`src/rtl/fifo_wr_arbiter_if.sv`:
```
`default_nettype none
// fifo_wr_arbiter_if: requester handshake plus FIFO write-port bundle shared by the arbiter and its users.
// Revision 1.0
interface fifo_wr_arbiter_if #(
  parameter int NUM_REQ   = 4,
  parameter int DATA_SIZE = 8,
  parameter int CNT_SIZE  = 16
);
  logic [NUM_REQ-1:0]           req_valid;
  logic [NUM_REQ-1:0]           req_last;
  logic [NUM_REQ*DATA_SIZE-1:0] req_data;
  logic [NUM_REQ-1:0]           req_ready;
  logic                         wfull;
  logic                         winc;
  logic [DATA_SIZE-1:0]         wdata;
  logic [NUM_REQ-1:0]           grant;
  logic                         busy;
  logic [CNT_SIZE-1:0]          pkt_count;

  modport master (
    input  req_valid, req_last, req_data, wfull,
    output req_ready, winc, wdata, grant, busy, pkt_count
  );

  modport slave (
    output req_valid, req_last, req_data, wfull,
    input  req_ready, winc, wdata, grant, busy, pkt_count
  );
endinterface
`default_nettype wire

```
`src/rtl/fifo_wr_arbiter.sv`:
```
`default_nettype none
// fifo_wr_arbiter: round-robin, packet-locking arbiter feeding one FIFO write port.
// Revision 1.0
module fifo_wr_arbiter #(
  parameter int NUM_REQ   = 4,
  parameter int DATA_SIZE = 8,
  parameter int CNT_SIZE  = 16
) (
  input  wire logic         wclk,
  input  wire logic         wrst_n,
  fifo_wr_arbiter_if.master bus
);

  localparam int OWN_W = (NUM_REQ > 1) ? $clog2(NUM_REQ) : 1;

  typedef enum logic [0:0] {
    IDLE = 1'b0,
    LOCK = 1'b1
  } state_e;

  state_e               state_q, state_d;
  logic [OWN_W-1:0]     owner_q, owner_d;
  logic [OWN_W-1:0]     rr_ptr_q, rr_ptr_d;
  logic [CNT_SIZE-1:0]  pkt_cnt_q, pkt_cnt_d;

  logic [OWN_W-1:0]     scan_idx;
  logic [OWN_W-1:0]     sel_idx;
  logic                 sel_found;

  logic [NUM_REQ-1:0]   ready_c;
  logic [NUM_REQ-1:0]   grant_c;
  logic                 winc_c;
  logic                 busy_c;
  logic [DATA_SIZE-1:0] wdata_c;

  logic [DATA_SIZE-1:0] slice [NUM_REQ];

  generate
    for (genvar g = 0; g < NUM_REQ; g++) begin : g_slice
      assign slice[g] = bus.req_data[g*DATA_SIZE +: DATA_SIZE];
    end
  endgenerate

  // Scan downward so the requester closest to rr_ptr_q is the last (winning) assignment.
  always_comb begin
    sel_found = 1'b0;
    sel_idx   = '0;
    scan_idx  = '0;
    for (int k = NUM_REQ - 1; k >= 0; k--) begin
      scan_idx = OWN_W'((int'(rr_ptr_q) + k) % NUM_REQ);
      if (bus.req_valid[scan_idx]) begin
        sel_found = 1'b1;
        sel_idx   = scan_idx;
      end
    end
  end

  always_comb begin
    state_d   = state_q;
    owner_d   = owner_q;
    rr_ptr_d  = rr_ptr_q;
    pkt_cnt_d = pkt_cnt_q;
    ready_c   = '0;
    grant_c   = '0;
    winc_c    = 1'b0;
    busy_c    = 1'b0;
    wdata_c   = '0;
    case (state_q)
      IDLE: begin
        if (sel_found) begin
          owner_d = sel_idx;
          state_d = LOCK;
        end
      end
      LOCK: begin
        busy_c           = 1'b1;
        grant_c[owner_q] = 1'b1;
        ready_c[owner_q] = ~bus.wfull;
        winc_c           = bus.req_valid[owner_q] & ~bus.wfull;
        wdata_c          = slice[owner_q];
        if (winc_c && bus.req_last[owner_q]) begin
          state_d   = IDLE;
          rr_ptr_d  = (owner_q == OWN_W'(NUM_REQ - 1)) ? '0 : owner_q + 1'b1;
          pkt_cnt_d = pkt_cnt_q + 1'b1;
        end
      end
      default: state_d = IDLE;
    endcase
  end

  always_ff @(posedge wclk or negedge wrst_n) begin
    if (!wrst_n) begin
      state_q   <= IDLE;
      owner_q   <= '0;
      rr_ptr_q  <= '0;
      pkt_cnt_q <= '0;
    end else begin
      state_q   <= state_d;
      owner_q   <= owner_d;
      rr_ptr_q  <= rr_ptr_d;
      pkt_cnt_q <= pkt_cnt_d;
    end
  end

  assign bus.req_ready = ready_c;
  assign bus.grant     = grant_c;
  assign bus.winc      = winc_c;
  assign bus.busy      = busy_c;
  assign bus.wdata     = wdata_c;
  assign bus.pkt_count = pkt_cnt_q;

endmodule
`default_nettype wire

```
`src/flat_wrapper.sv`:
```
// flat-port wrapper written by rule: the top's interface ports become plain ports
module fifo_wr_arbiter_flat 
#(
  parameter int NUM_REQ   = 4,
  parameter int DATA_SIZE = 8,
  parameter int CNT_SIZE  = 16
)
  (wclk, wrst_n, bus_req_valid, bus_req_last, bus_req_data, bus_wfull, bus_req_ready, bus_winc, bus_wdata, bus_grant, bus_busy, bus_pkt_count);
  fifo_wr_arbiter_if #(.NUM_REQ(NUM_REQ), .DATA_SIZE(DATA_SIZE), .CNT_SIZE(CNT_SIZE)) bus_i ();
  input  wire logic wclk;
  input  wire logic wrst_n;
  input wire logic [$bits(bus_i.req_valid)-1:0] bus_req_valid;
  input wire logic [$bits(bus_i.req_last)-1:0] bus_req_last;
  input wire logic [$bits(bus_i.req_data)-1:0] bus_req_data;
  input wire logic [$bits(bus_i.wfull)-1:0] bus_wfull;
  output wire logic [$bits(bus_i.req_ready)-1:0] bus_req_ready;
  output wire logic [$bits(bus_i.winc)-1:0] bus_winc;
  output wire logic [$bits(bus_i.wdata)-1:0] bus_wdata;
  output wire logic [$bits(bus_i.grant)-1:0] bus_grant;
  output wire logic [$bits(bus_i.busy)-1:0] bus_busy;
  output wire logic [$bits(bus_i.pkt_count)-1:0] bus_pkt_count;
  assign bus_i.req_valid = bus_req_valid;
  assign bus_i.req_last = bus_req_last;
  assign bus_i.req_data = bus_req_data;
  assign bus_i.wfull = bus_wfull;
  assign bus_req_ready = bus_i.req_ready;
  assign bus_winc = bus_i.winc;
  assign bus_wdata = bus_i.wdata;
  assign bus_grant = bus_i.grant;
  assign bus_busy = bus_i.busy;
  assign bus_pkt_count = bus_i.pkt_count;
  fifo_wr_arbiter #(.NUM_REQ(NUM_REQ), .DATA_SIZE(DATA_SIZE), .CNT_SIZE(CNT_SIZE)) u_core (.wclk(wclk), .wrst_n(wrst_n), .bus(bus_i));
endmodule
```
`config.mk`:
```
export PLATFORM = sky130hd
export DESIGN_NAME = fifo_wr_arbiter_flat
export DESIGN_NICKNAME = d
export VERILOG_FILES = /design/src/rtl/fifo_wr_arbiter_if.sv /design/src/rtl/fifo_wr_arbiter.sv /design/src/flat_wrapper.sv
export SDC_FILE = /design/constraint.sdc
export NUM_CORES = 1
export LEC_CHECK = 0
export CAP_MARGIN = 0
export CORE_UTILIZATION = 41
export DETAILED_ROUTE_END_ITERATION = 10
export PLACE_DENSITY = 0.82
export SETUP_SLACK_MARGIN = 0.3
export SYNTH_ARGS = -nofsm -noshare
export SYNTH_HDL_FRONTEND = slang
export SYNTH_SLANG_ARGS = --single-unit
```
`constraint.sdc`:
```
create_clock -name wclk -period 4.45 [get_ports wclk]
set_input_delay 1.335 -clock wclk [delete_from_list [all_inputs] [get_ports wclk]]
set_output_delay 1.335 -clock wclk [all_outputs]
set_load 0.05 [all_outputs]
```
# [Word level (Yosys, flattened, before mapping)]
# Cells that the tools add are included.
[op_classes] muxes=34 eq_ne=1 reduce_logical=4 n_addsub=5 bitwise=5 n_lt_le_gt_ge=7
[ops] operator="8-bit 2-to-1 mux" count=3
[ops] operator="16-bit by 1-bit adder with 16-bit output (second input constant)" count=1
[ops] operator="8-bit binary-select mux with 2-bit select" count=1
[ops] operator="2-bit by 3-bit less-than comparator with 1-bit output (second input constant)" count=5
[ops] operator="1-bit 2-to-1 mux" count=15
[ops] operator="1-bit binary-select mux with 2-bit select" count=6
[ops] operator="2-bit 2-to-1 mux" count=5
[ops] operator="4-bit 2-to-1 mux" count=2
[ops] operator="2-bit by 1-bit adder with 2-bit output (second input constant)" count=2
[ops] operator="2-bit adder (second input constant)" count=2
[ops] operator="4-bit AND" count=1
[ops] operator="2-bit AND reduction" count=2
[ops] operator="3-bit greater-or-equal comparator (second input constant)" count=1
[ops] operator="2-bit NOT with 3-bit output" count=1
[ops] operator="1-bit demux with 2-bit select" count=1
[ops] operator="2-bit == test (second input constant)" count=1
[ops] operator="2-bit by 1-bit greater-or-equal comparator with 1-bit output (second input constant)" count=1
[ops] operator="1-bit logical AND" count=2
[ops] operator="1-bit NOT" count=2
[ops] operator="1-bit case mux with 2 select lines" count=1
[ops] operator="1-bit AND" count=1
[totals] word_cells=60 ff_bits=21 inputBits=43 output_inout_bits=34

# [Depth between registers and ports, before layout]
[logic_depth] depth_word=9 ltp_mapped=6 ltp_nobuf=4

# [Worst setup path before layout]
# Ideal clock, no wire load.
[synth_path] path_kind="input port to output port" start="in bus_wfull" end="out bus_req_ready[3]" setup_slack_ps=622 arrival_ps=2493 n_path_buf=0 t_required_ps=3115 stages=1 path_cell_list="nor3b_1"
[synth_via] elab_chain_cells=3
[synth_lines] element="start, declared" line_no="flat_wrapper.sv:15" text="input wire logic [$bits(bus_i.wfull)-1:0] bus_wfull;"
[synth_lines] element="1-bit NOT" line_no="fifo_wr_arbiter.sv:78" text="ready_c[owner_q] = ~bus.wfull;"
[synth_lines] element="4-bit AND (no source line)"
[synth_lines] element="4-bit 2-to-1 mux" line_no="fifo_wr_arbiter.sv:68" text="case (state_q)"
[synth_lines] element="end, declared" line_no="flat_wrapper.sv:16" text="output wire logic [$bits(bus_i.req_ready)-1:0] bus_req_ready;"
# Every way passes these cells.

# [Final worst setup path]
[layout_path] start="in bus_req_data[6]" end="out bus_wdata[6]"
[layout_via] elab_chain_cells=4
[layout_lines] element="start, declared" line_no="flat_wrapper.sv:14" text="input wire logic [$bits(bus_i.req_data)-1:0] bus_req_data;"
[layout_lines] element="8-bit binary-select mux with 2-bit select" line_no="fifo_wr_arbiter.sv:80" text="wdata_c = slice[owner_q];"
[layout_lines] element="8-bit 2-to-1 mux (not written as such) (2 in series)" line_no="fifo_wr_arbiter.sv:80"
[layout_lines] element="8-bit 2-to-1 mux" line_no="fifo_wr_arbiter.sv:68"
[layout_lines] element="end, declared" line_no="flat_wrapper.sv:18" text="output wire logic [$bits(bus_i.wdata)-1:0] bus_wdata;"
# Every way passes these cells. The select of a mux whose other input is x is not followed.

==> results.ini <==
[outcome]
run_status = finished, final reports clean

[synthesis]
synth_cell_types = 38
synth_commonest_cells = 21 x dfrtp_1, 14 x xor2_1, 13 x and2_1, 8 x mux4_2, 7 x nand2_1
netlist.area_leader.share = 0.338
avgSynthCellArea_um2 = 11.1
synth_warnings = 0
synth_area_mm2 = 0.00155
synth_edf_count = 0
synthTopCellsByArea = dfrtp_1 34%, mux4_2 12%, xor2_1 7.9%, and2_1 5.2%, ha_1 4.0%
yosys.area.top_type = dfrtp_1
synth.most_common_cell = dfrtp_1
netlist_instances = 140
yosys_most_used_dff = dfrtp_1
async_flop_share = 1.00
ys_ff_latch = 21
ys_seq_area_frac = 0.338
synth_fp_nets = 188

[route]
dr.pass1.iters = 4
detail-route-antenna-nets = 0
drc = 0
routedWlPerCell_um = 16.2
vias = 1408
avgViaCountPerCell = 5.42
drt_iter0_markers = 50
wl_um = 4200

[final_layout]
ff_latch_area_um2 = 526
multiInputGateArea_um2 = 947
area.growth.synth_to_final_pct = 50.8
fillers = 291
insertedDiodeCount = 0
nNetsFinal = 263
drive_gt1_frac = 0.178

[sta]
finalSetupViolations = 0
worst_slew_pin_slew_ps = 909
setup_tns_ps = 0
fmax_mhz = 255
period_share = 0.881
max_slew_margin = 0.392
clock_skew_ps = 3.51
hold-worst-slack_ps = 482
maxSlewViolCount = 0
rsz0062_at_grt = false
fin_crit_ps = 3920
hold_violations = 0

[die]
coreArea_mm2 = 0.00347
fp.dieH_um = 63.5
die_area_mm2 = 0.00404
start_util = 0.448
fp.dieW_um = 63.5
pin_count = 77
rows = 21

[clock_tree]
postCtsHoldBufs = 0
numCtsBuffers = 3
cts_buffer_depth = 2
clkSinkCount = 21
cts-root-buf = clkbuf_8
clk_latency_ps = 260
htreeDepth = 1
cts_tree = yes
cts.clk_slew.worst_paths_ps = 80
ctsResizeCount = 0
postCtsSetupRepairBufs = 0

[critical_path]
cp_max_fo = 1
required_ps = 3120
worst-r2r-setup-slack_ps = 2330
critPathSlowestCell = mux4_2
crit_family = buffers and inverters
cp_num_buf_inv = 2
criticalPathCategory = in -> out
endpoint_kind = output pin
crit_arrival_ps = 2580
cp_cell_sequence = clkdlybuf4s50_1 -> mux4_2 -> and2_1 -> buf_4
slowest_delay_ps = 450
cp-start-kind = primary input

[placement]
globalplace.congestion = 0.854
portBuffers = 76
dp_hpwl_um = 3230

[global_routing]
grt_pass1_vias = 1473
grt_usage = 0.216
grt_max_degree = 22
grt_pass1_wl_um = 6880
antenna_found_initial = 0
grt_overflow_total = 0

[pwr]
ir_drop_mv = 0.450
finalPower_mw = 1.33
p_leak_nw = 1.02
p_per_area_mw_per_mm2 = 567

[flow_run]
maxCapViolCount = 0

[hold_path]
hold_path.class = reg -> reg

==> worst paths after layout <==
kind / cells after the start / endpoint / start
max: 4 / bus_wdata[6] / bus_req_data[6]
min: 1 / u_core.bus.pkt_count[15]$_DFFE_PN0P_ / u_core.bus.pkt_count[15]$_DFFE_PN0P_
max reg2reg: 5 / u_core.bus.pkt_count[1]$_DFFE_PN0P_ / u_core.owner_q[1]$_DFFE_PN0P_
min reg2reg: 1 / u_core.bus.pkt_count[15]$_DFFE_PN0P_ / u_core.bus.pkt_count[15]$_DFFE_PN0P_
max in group asynchronous: 1 / u_core.bus.pkt_count[2]$_DFFE_PN0P_ / wrst_n
min in group asynchronous: 1 / u_core.bus.pkt_count[9]$_DFFE_PN0P_ / wrst_n
==> sequential cells by signal, indices dropped and copies added (netlist names) <==
signal	cells
u_core.owner_q	2
u_core.rr_ptr_q	2
u_core.bus.pkt_count	16
u_core.state_q	1
==> through the flow <==
stage                     instances  utilization  setup WS (ps)  cell area (µm²)
after floorplan                 140            -            622             1550
after CTS                       260        0.675            523             2340
final                           260        0.675            532             2340
after global routing            260        0.675            496             2340
after global placement          256        0.662            551             2300
after detailed placement        256        0.662            523             2300
==> where the power goes <==
| part | internal (mW) | leakage [nW] | switching (mW) |
|---|---|---|---|
| combinational | 0.354 | 0.717 | 0.541 |
| sequential | 0.230 | 0.276 | 0.0775 |
| clock | 0.0624 | 0.0255 | 0.0630 |
| total | 0.646 | 1.02 | 0.682 |
==> logic make-up (layout without fill, tap and decap cells) <==
family	count (synthesis)	after routing	share of synthesized area
XOR/XNOR	15	15	0.0846
AND/OR/NAND/NOR	55	55	0.240
AO/OA/AOI/OAI	14	14	0.0669
multiplexers	16	16	0.178
buffers and inverters	14	88	0.0516
flip-flops	21	21	0.338
adder cells (fa/ha/maj)	5	5	0.0403
==> routing by layer <==
metal | global-route usage | vias up | share of wire
met5 | 0 | - | 0
li1 | - | 659 | -
met2 | 0.391 | 68 | 0.50
met4 | 0.0682 | 0 | 0.017
met1 | 0.253 | 672 | 0.41
met3 | 0.0399 | 9 | 0.074
==> area by class of cell <==
| cell class | instances | share of cell area |
|---|---|---|
| clock buffer | 3 | 0.0176 |
| clock inverter | 1 | 0.00214 |
| inverter | 6 | 0.00962 |
| multi-input combinational | 105 | 0.404 |
| sequential | 21 | 0.224 |
| tap | 46 | 0.0246 |
| timing repair buffer | 78 | 0.317 |
==> layout by cell type, fill, tap and decap left out, drive strengths merged, types with 5 or more instances in the layout <==
master         count
buf               15
nor4              10
o21ai              6
ha                 5
inv                6
nand2              7
and2              13
mux4               8
dfrtp             21
xor2              14
clkdlybuf4s50     63
Note: power is estimated with default switching activity, not from simulation.
